## config.mk

```make
export PLATFORM = sky130hd
export DESIGN_NAME = guess_entry_controller
export DESIGN_NICKNAME = d
export VERILOG_FILES = /design/src/rtl/guess_entry_controller.sv
export SDC_FILE = /design/constraint.sdc
export NUM_CORES = 1
export LEC_CHECK = 0
export ABC_AREA = 1
export BUFFER_PORTS_ARGS = -buffer_cell sky130_fd_sc_hd__clkbuf_2
export CAP_MARGIN = 30
export CORE_MARGIN = 2
export CORE_UTILIZATION = 45
export CTS_BUF_LIST = sky130_fd_sc_hd__clkbuf_2
export CTS_CLUSTER_DIAMETER = 50
export DETAILED_ROUTE_END_ITERATION = 8
export PLACE_DENSITY = 0.77
export RECOVER_POWER = 25
export SKIP_LAST_GASP = 1
export SLEW_MARGIN = 20
export SYNTH_ARGS = -nofsm -noshare
export SYNTH_HDL_FRONTEND = slang
export SYNTH_SLANG_ARGS = --single-unit
```

## constraint.sdc

```tcl
create_clock -name clock -period 2.1 [get_ports clock]
set_input_delay 0.525 -clock clock [delete_from_list [all_inputs] [get_ports clock]]
set_output_delay 0.525 -clock clock [all_outputs]
set_load 0.005 [all_outputs]
```

## src/rtl/guess_entry_controller.sv

```systemverilog
// Game sequencer for one Numberle round: keypad digit entry under a cursor, guess hand-off to the
// checker over valid/ready, try counting and win/loss termination.
module guess_entry_controller #(
  parameter int         MAX_TRIES = 6,
  parameter logic [3:0] BLANK     = 4'hF
) (
  input  logic        clock,
  input  logic        resetn,
  input  logic        key_valid,
  input  logic [3:0]  key_val,
  input  logic        btn_next,
  input  logic        btn_back,
  input  logic        btn_submit,
  input  logic        new_game,
  input  logic        guess_ready,
  input  logic        result_valid,
  input  logic        result_win,
  output logic [15:0] guess,
  output logic [1:0]  cursor,
  output logic        guess_valid,
  output logic [2:0]  try_count,
  output logic        entry_err,
  output logic        game_won,
  output logic        game_over
);

  typedef enum logic [2:0] {
    S_ENTRY,
    S_SUBMIT,
    S_WAIT,
    S_WON,
    S_LOST
  } state_t;

  localparam logic [2:0]  MAX_TRIES_L = 3'(MAX_TRIES);
  localparam logic [15:0] EMPTY_GUESS = {4{BLANK}};

  state_t      state_q, state_d;
  logic [15:0] guess_q, guess_d;
  logic [1:0]  cursor_q, cursor_d;
  logic        guess_valid_q, guess_valid_d;
  logic [2:0]  try_q, try_d;
  logic        entry_err_q, entry_err_d;
  logic        won_q, won_d;
  logic        over_q, over_d;
  logic        next_q, back_q, submit_q;

  logic        next_rise, back_rise, submit_rise;
  logic [15:0] guess_work;
  logic [2:0]  try_inc;

  function automatic logic has_blank(input logic [15:0] g);
    logic found;
    found = 1'b0;
    for (int i = 0; i < 4; i++) begin
      if (g[i*4 +: 4] == BLANK) found = 1'b1;
    end
    return found;
  endfunction

  assign next_rise   = btn_next & ~next_q;
  assign back_rise   = btn_back & ~back_q;
  assign submit_rise = btn_submit & ~submit_q;
  assign try_inc     = try_q + 3'd1;

  // NOTE: combinational block uses blocking '=' with every output defaulted first, so no latch
  // is inferred; state registers below use non-blocking '<=' only.
  always_comb begin
    state_d       = state_q;
    guess_d       = guess_q;
    cursor_d      = cursor_q;
    guess_valid_d = guess_valid_q;
    try_d         = try_q;
    entry_err_d   = 1'b0;
    won_d         = won_q;
    over_d        = over_q;
    guess_work    = guess_q;

    case (state_q)
      S_ENTRY: begin
        // Key write lands at the pre-move cursor; blank check sees this cycle's write.
        if (key_valid && key_val <= 4'd9) begin
          guess_work[{cursor_q, 2'b00} +: 4] = key_val;
        end else if (key_valid && key_val == 4'hF) begin
          guess_work[{cursor_q, 2'b00} +: 4] = BLANK;
        end
        guess_d = guess_work;

        if (next_rise && !back_rise) begin
          cursor_d = cursor_q + 2'd1;
        end else if (back_rise && !next_rise) begin
          cursor_d = cursor_q - 2'd1;
        end

        if (submit_rise) begin
          if (has_blank(guess_work)) begin
            entry_err_d = 1'b1;
          end else begin
            state_d       = S_SUBMIT;
            guess_valid_d = 1'b1;
          end
        end
      end

      S_SUBMIT: begin
        if (guess_valid_q && guess_ready) begin
          guess_valid_d = 1'b0;
          state_d       = S_WAIT;
        end
      end

      S_WAIT: begin
        if (result_valid) begin
          try_d = try_inc;
          if (result_win) begin
            state_d = S_WON;
            won_d   = 1'b1;
            over_d  = 1'b1;
          end else if (try_inc == MAX_TRIES_L) begin
            state_d = S_LOST;
            over_d  = 1'b1;
          end else begin
            state_d  = S_ENTRY;
            guess_d  = EMPTY_GUESS;
            cursor_d = 2'd0;
          end
        end
      end

      default: ;  // WON / LOST hold until new_game
    endcase

    if (new_game) begin
      state_d       = S_ENTRY;
      guess_d       = EMPTY_GUESS;
      cursor_d      = 2'd0;
      guess_valid_d = 1'b0;
      try_d         = 3'd0;
      entry_err_d   = 1'b0;
      won_d         = 1'b0;
      over_d        = 1'b0;
    end
  end

  always_ff @(posedge clock) begin
    if (!resetn) begin
      state_q       <= S_ENTRY;
      guess_q       <= EMPTY_GUESS;
      cursor_q      <= 2'd0;
      guess_valid_q <= 1'b0;
      try_q         <= 3'd0;
      entry_err_q   <= 1'b0;
      won_q         <= 1'b0;
      over_q        <= 1'b0;
      next_q        <= 1'b0;
      back_q        <= 1'b0;
      submit_q      <= 1'b0;
    end else begin
      state_q       <= state_d;
      guess_q       <= guess_d;
      cursor_q      <= cursor_d;
      guess_valid_q <= guess_valid_d;
      try_q         <= try_d;
      entry_err_q   <= entry_err_d;
      won_q         <= won_d;
      over_q        <= over_d;
      next_q        <= btn_next;
      back_q        <= btn_back;
      submit_q      <= btn_submit;
    end
  end

  assign guess       = guess_q;
  assign cursor      = cursor_q;
  assign guess_valid = guess_valid_q;
  assign try_count   = try_q;
  assign entry_err   = entry_err_q;
  assign game_won    = won_q;
  assign game_over   = over_q;

endmodule

```

==> flow_metrics.tcl, run 1 <==
set metrics [dict create \
    synthTopCellsByArea "dfxtp_1, nand2_1, inv_1" \
    crit_path_start "cursor[0]" \
    clock_path_buffers 2 \
    finalCritPeriodShare_pct 93.7 \
    crit_chain "inv_2 -> ha_4 -> nand2_4 -> nor2_4 -> nand3b_1 -> nand2_1 -> nand2_1 -> nor2_2 -> nand2_1 -> nand2_2 -> nor2_2 -> nand2_2 -> nand2_4 -> a21oi_1 -> nor2_1" \
    area_delta_synth_final_pct 22.8 \
    p_leak_nw 1.39 \
    status "complete, no violations" \
    slowest_delay_ps 390 \
    post_synth_instance_area_um2 2100 \
    layout-drive-gt1-share_pct 26.9 \
    core_um2 4410 \
    dr.pass1.iters 5 \
    synth_top_family_by_area "simple AND/OR/NAND/NOR gates" \
    power_frac_clock_pct 22.5 \
    initialDrtViolationCount 134 \
    rrSetupSlack_ps 130 \
    maxSlewViolCount 0 \
    globalplace.congestion 0.930 \
    whs_ps 343 \
    worstPathArrival_ps 2240 \
    netlist.area_leader.share_pct 29.5 \
    clk_pin_slew_ps 170 \
    port_buffers 38 \
    p_int_mw 0.861 \
    critPathSlowestCell "dfxtp_2" \
    finish.net_count 412 \
    utilization_pct 58.5 \
    worst_path_most_repeated_cell "nand2_1" \
    ant_nets 0 \
    synth.area.mux_share_pct 0 \
    track_usage_pct 21.0 \
    tightestPinTransition_ps 683 \
    hold_start "btn_submit" \
    htreeDepth 2 \
    die_area_um2 5240 \
    initial_core_util_pct 47.6 \
    grt_max_degree 25 \
    cts_sinks 31 \
    hp-class "input port to flop" \
    wirelength_um 5280 \
    antenna_cells 0 \
    vias 2204 \
    cts-root-buf "clkbuf_2" \
    cts-buffers-inserted 5 \
    hold_violations 0 \
    ir_drop_mv 0.341 \
    async_flop_share_pct 0 \
    synth_top_area_cell "dfxtp_1" \
    chipHeight_um 72.4 \
    synth.distinct_cells 29 \
    p_comb_share_pct 31.1 \
    wl_per_cell_um 11.9 \
    synth-simple-area-share_pct 41.8 \
    path_class "flop to flop" \
    power_mw 1.34 \
    max_freq_ghz 0.508 \
    rows 24 \
    synth_flop_cell "dfxtp_1" \
    synth_cells 339 \
    synth_compound_area_share_pct 8.86 \
    skew_ps 20.4 \
    grt_pass1_wl_um 8800 \
    num-fill-cells 430 \
    clk_latency_ps 370 \
    synth_seq_cells 31 \
    min_period_ps 1970 \
    ys_warn_count 0 \
    dp_hpwl_um 3810 \
    multi_input_area_um2 1330 \
    grt_pass1_vias 2086 \
    switchingPower_mw 0.478 \
    synth-seq-area-share_pct 29.5 \
    synth-adder-area-share_pct 4.76 \
    start_kind "flop" \
    r2r_start "cursor[0]" \
    boundaryPins 39 \
    synth-xor-area-share_pct 1.67 \
    cts_tree "done" \
    p_per_area_nw_per_um2 519 \
    netSwitchingFraction_pct 35.7 \
    syn_avg_cell_area_um2 6.20 \
    setup_tns_ps 0 \
    slew_headroom_pct 54.3 \
    antenna_found_initial 0 \
    seqCellArea_um2 623 \
    setup_violations 0 \
    cp-end-kind "flop" \
    route.detailed.drc 0 \
    worstPathRequired_ps 2370 \
    synth_fp_nets 361 \
    vias_per_cell 4.98 \
    grt_overflow 0 \
    path_max_fanout 5 \
    synth-edff-count 0 \
    fp.dieW_um 72.4 \
    drv_cap 0 \
    pwr-share-seq_pct 46.3 \
]
metal layers:
metal	share of wire (%)	track usage [%]	routed length, um
met5	0	0	0
met4	0.66	6.29	35
met3	4.9	4.72	258
met2	50	36.5	2640
met1	44	25.9	2350
cell usage after synthesis, types with 3 or more instances:
cell,instances
nor2_2,6
o21ai_1,10
dfxtp_1,31
nand2_2,3
nand3b_1,5
nand2_1,106
xor2_1,3
buf_2,4
nor2_1,36
nand3_1,31
inv_2,4
buf_6,3
nand4_1,4
a21oi_1,8
inv_1,50
ha_1,8
nand3_2,4
o21ai_0,12
power groups by stage:
stage | sequential [mW] | combinational [mW] | clock (mW)
floorplan | 0.632 | 0.251 | 0
global placement | 0.630 | 0.344 | 0
detailed placement | 0.631 | 0.349 | 0
CTS | 0.618 | 0.355 | 0.314
global route | 0.623 | 0.466 | 0.342
finish | 0.620 | 0.417 | 0.302
metrics by stage:
step	instances	setup WS [ps]	cell area (um2)
3_5_place_dp	433	-9.88	2390
6_report	443	132	2580
4_1_cts	441	38.1	2440
3_3_place_gp	433	44.0	2390
5_1_grt	443	-24.5	2580
2_1_floorplan	339	1.96	2110
critical path, delay by kind of cell (launching register included):
family	cells	cell delay, ps
simple gates	12	990
flops	1	390
fa+ha+maj	1	310
compound gates	1	130
buf+inv	1	70
worst paths after layout:
path	to	cells after the start
max reg2reg	state_q[2]	15
max	state_q[2]	15
min reg2reg	game_won	2
min	submit_q	3
flip-flops by register name, indices dropped and copies added, names as in the netlist:
| register | cells |
|---|---|
| guess | 16 |
| state_q | 3 |
| try_count | 3 |
| cursor | 2 |
| back_q | 1 |
| entry_err | 1 |
| game_over | 1 |
| game_won | 1 |
| guess_valid | 1 |
| next_q | 1 |
| submit_q | 1 |
cell usage in the layout, fill, tap and decap left out, types with 2 or more instances in the layout:
cell,count
a21oi_1,8
buf_4,12
buf_6,3
clkbuf_1,2
clkbuf_2,43
dfxtp_1,29
dfxtp_2,2
ha_1,3
ha_4,4
inv_1,47
inv_2,7
nand2_1,102
nand2_2,6
nand2_4,2
nand3_1,29
nand3_2,6
nand3b_1,5
nand4_1,4
nor2_1,29
nor2_2,11
nor2_4,2
nor3_4,2
o21ai_0,12
o21ai_1,10
xor2_1,3
kinds of logic (layout without fill, tap and decap cells):
| kind of cell | after synthesis | count (layout) |
|---|---|---|
| buf+inv | 64 | 116 |
| flops | 31 | 31 |
| fa+ha+maj | 8 | 8 |
| simple gates | 198 | 198 |
| compound gates | 34 | 34 |
| xor+xnor | 4 | 4 |
layout make-up:
| type | instances | area share (%) |
|---|---|---|
| well taps | 52 | 2.52 |
| flip-flops and latches | 31 | 24.1 |
| inverters | 54 | 7.85 |
| clock buffers | 7 | 1.36 |
| multi-input cells | 244 | 51.3 |
| repair buffers | 54 | 12.6 |
| clock inverters | 1 | 0.194 |
timing repair:
item,4_1_cts,5_1_grt
resized for setup,3,34
pin swaps,0,9
setup endpoints to repair,3,4
hold buffers,0,0
setup buffers,0,2
Power figures use the tool's default switching activity.
==> run 2: changes to the inputs <==
--- a/config.mk
+++ b/config.mk
@@ -8,7 +8,6 @@
 export ABC_AREA = 1
 export BUFFER_PORTS_ARGS = -buffer_cell sky130_fd_sc_hd__clkbuf_2
 export CAP_MARGIN = 30
-export CORE_MARGIN = 2
 export CORE_UTILIZATION = 45
 export CTS_BUF_LIST = sky130_fd_sc_hd__clkbuf_2
 export CTS_CLUSTER_DIAMETER = 50
==> run 2 against run 1 <==
Against the previous run:
- final cell count unchanged
- sequential cell count unchanged
- clock power up 36%
- wire length down 1.6%
- via count down 0.95%
- hold slack worse by 26 ps
- largest cell class unchanged
- sequential power about the same
- core utilization up 0.99 points
- combinational power about the same
- critical path depth up 1
- clock skew up 4.2 ps
==> flow_metrics.tcl, run 2 (synthesis gave the netlist of run 1 again) <==
set metrics [dict create \
    antenna_found_initial 0 \
    largest_register_ffs 16 \
    layout_common_cells "nand2_1, inv_1, clkbuf_2" \
    place_ws_ps 12.2 \
    num-fill-cells 417 \
    rrSetupSlack_ps 90 \
    clk_pin_slew_ps 180 \
    cp-end-kind "flop" \
    cts-root-buf "clkbuf_2" \
    dr.pass1.iters 4 \
    reg2reg_depth 16 \
    worst_path_most_repeated_cell "nor2_1" \
    use_met2_pct 34.2 \
    antenna_cells 0 \
    crit_path_start "cursor[1]" \
    slowest_delay_ps 400 \
    finish.net_count 412 \
    grtUsageMet1_pct 27.1 \
    min_period_ps 2010 \
    boundaryPins 39 \
    initialDrtViolationCount 134 \
    status "complete, no violations" \
    grt_pass1_wl_um 8400 \
    worstPathArrival_ps 2300 \
    ir_drop_mv 0.306 \
    hold_depth 3 \
    p_per_area_nw_per_um2 553 \
    finalCritPeriodShare_pct 95.7 \
    vias 2183 \
    clk_latency_ps 390 \
    drv_cap 0 \
    grt_max_degree 22 \
    gr-usage-met3_pct 5.19 \
    cts_tree "done" \
    rsz0062_at_grt "true" \
    initial_core_util_pct 47.6 \
    critPathSlowestCell "dfxtp_4" \
    grt_overflow 0 \
    path_class "flop to flop" \
    core_um2 4410 \
    final_common_cell "nand2_1" \
    vias_per_cell 4.93 \
    track_usage_pct 21.1 \
    crit_chain "inv_4 -> buf_4 -> ha_4 -> buf_4 -> nor2_1 -> nand3_1 -> nand3_1 -> nand2_1 -> nor2_1 -> nand2_1 -> nand2_2 -> nor2_4 -> nand2_2 -> nand2_4 -> a21oi_2 -> nor2_1" \
    cp_top_family "simple AND/OR/NAND/NOR gates" \
    max_freq_ghz 0.497 \
    skew_ps 24.6 \
    route.detailed.drc 0 \
    multi_input_area_um2 1340 \
    hold_buffers 0 \
    hold_violations 0 \
    area_delta_synth_final_pct 24.9 \
    setup_tns_ps 0 \
    die_area_um2 4950 \
    cp_num_buf_inv 3 \
    slew_headroom_pct 53.6 \
    r2r_start "cursor[1]" \
    hold_start "btn_back" \
    seqCellArea_um2 626 \
    wirelength_um 5190 \
    cts_sinks 31 \
    globalplace.congestion 0.860 \
    dp_hpwl_um 3710 \
    port_buffers 38 \
    fp.dieW_um 70.4 \
    tightestPinTransition_ps 693 \
    path_max_fanout 8 \
    layout_setup_ws_ps 89.5 \
    hp-class "input port to flop" \
    maxSlewViolCount 0 \
    start_kind "flop" \
    busiest_layer "met2" \
    grt_pass1_vias 1963 \
    layout-drive-gt1-share_pct 26.1 \
    wl_per_cell_um 11.7 \
    htreeDepth 2 \
    chipHeight_um 70.4 \
    min_to "back_q" \
    clock_path_buffers 2 \
    cts-buffers-inserted 5 \
    setup_violations 0 \
    rows 24 \
    reg2reg_to "state_q[1]" \
    p_leak_nw 1.41 \
    worstPathRequired_ps 2390 \
    ant_nets 0 \
]
-- run 2: changes by cell type in the layout (fill, tap and decap cells not counted), moves of 2 or more --
cell,previous run,this run
a21oi_1,8,6
a21oi_2,1,3
buf_6,3,1
clkbuf_1,2,5
clkbuf_2,43,40
inv_2,7,5
inv_4,0,2
nand3_1,29,27
nand3_2,6,8
nor2_1,29,31
nor2_2,11,7
nor2_4,2,4
-- run 2: what timing repair did --
item | 4_1_cts | 5_1_grt
hold endpoints to repair | 0 | 0
pin swaps | 0 | 14
setup endpoints to repair | 3 | 5
setup buffers | 0 | 3
resized for setup | 2 | 42
-- run 2: final cells by class --
cell class / count / share of cell area (%)
clock buffer: 5 / 0.953
inverter: 54 / 7.91
timing repair buffer: 54 / 12.3
multi-input combinational: 244 / 51.1
clock inverter: 3 / 1.48
tap: 52 / 2.48
sequential: 31 / 23.8
-- run 2: power breakdown --
group	total, mW	switching [mW]	leakage [nW]	internal [mW]
Clock	0.412	0.216	0.0404	0.196
Combinational	0.420	0.259	1.11	0.161
Sequential	0.621	0.0148	0.253	0.607
Total	1.45	0.490	1.41	0.964
-- run 2: how the worst max path moves through the flow --
stage | to | cells after the start | slack [ps]
6_report | state_q[1] | 16 | 90
5_1_grt | state_q[1] | 16 | -30
4_1_cts | state_q[1] | 17 | 6
3_5_place_dp | state_q[1] | 14 | 10
3_3_place_gp | state_q[2] | 15 | 50
2_1_floorplan | state_q[1] | 16 | 2
-- run 2: metal layers --
metal	routed length [um]	vias to the layer above
li1	-	1153
met1	2410	976
met2	2480	48
met3	241	6
met4	61	0
met5	0	-
-- run 2: tightest hold or removal path, delay by kind of cell --
family | cells | cell delay, ps
buffers and inverters | 2 | 130
and+or+nand+nor | 1 | 50
-- run 2: stage by stage --
step	cell area (um2)	total power [mW]	util, %	hold slack (ps)	cells
after floorplan	2110	0.883	-	447	339
after detailed placement	2390	0.976	54.3	445	432
after CTS	2470	1.40	55.9	298	440
final	2630	1.45	59.5	318	443
after global routing	2630	1.54	59.5	280	443
after global placement	2390	0.970	54.3	443	432
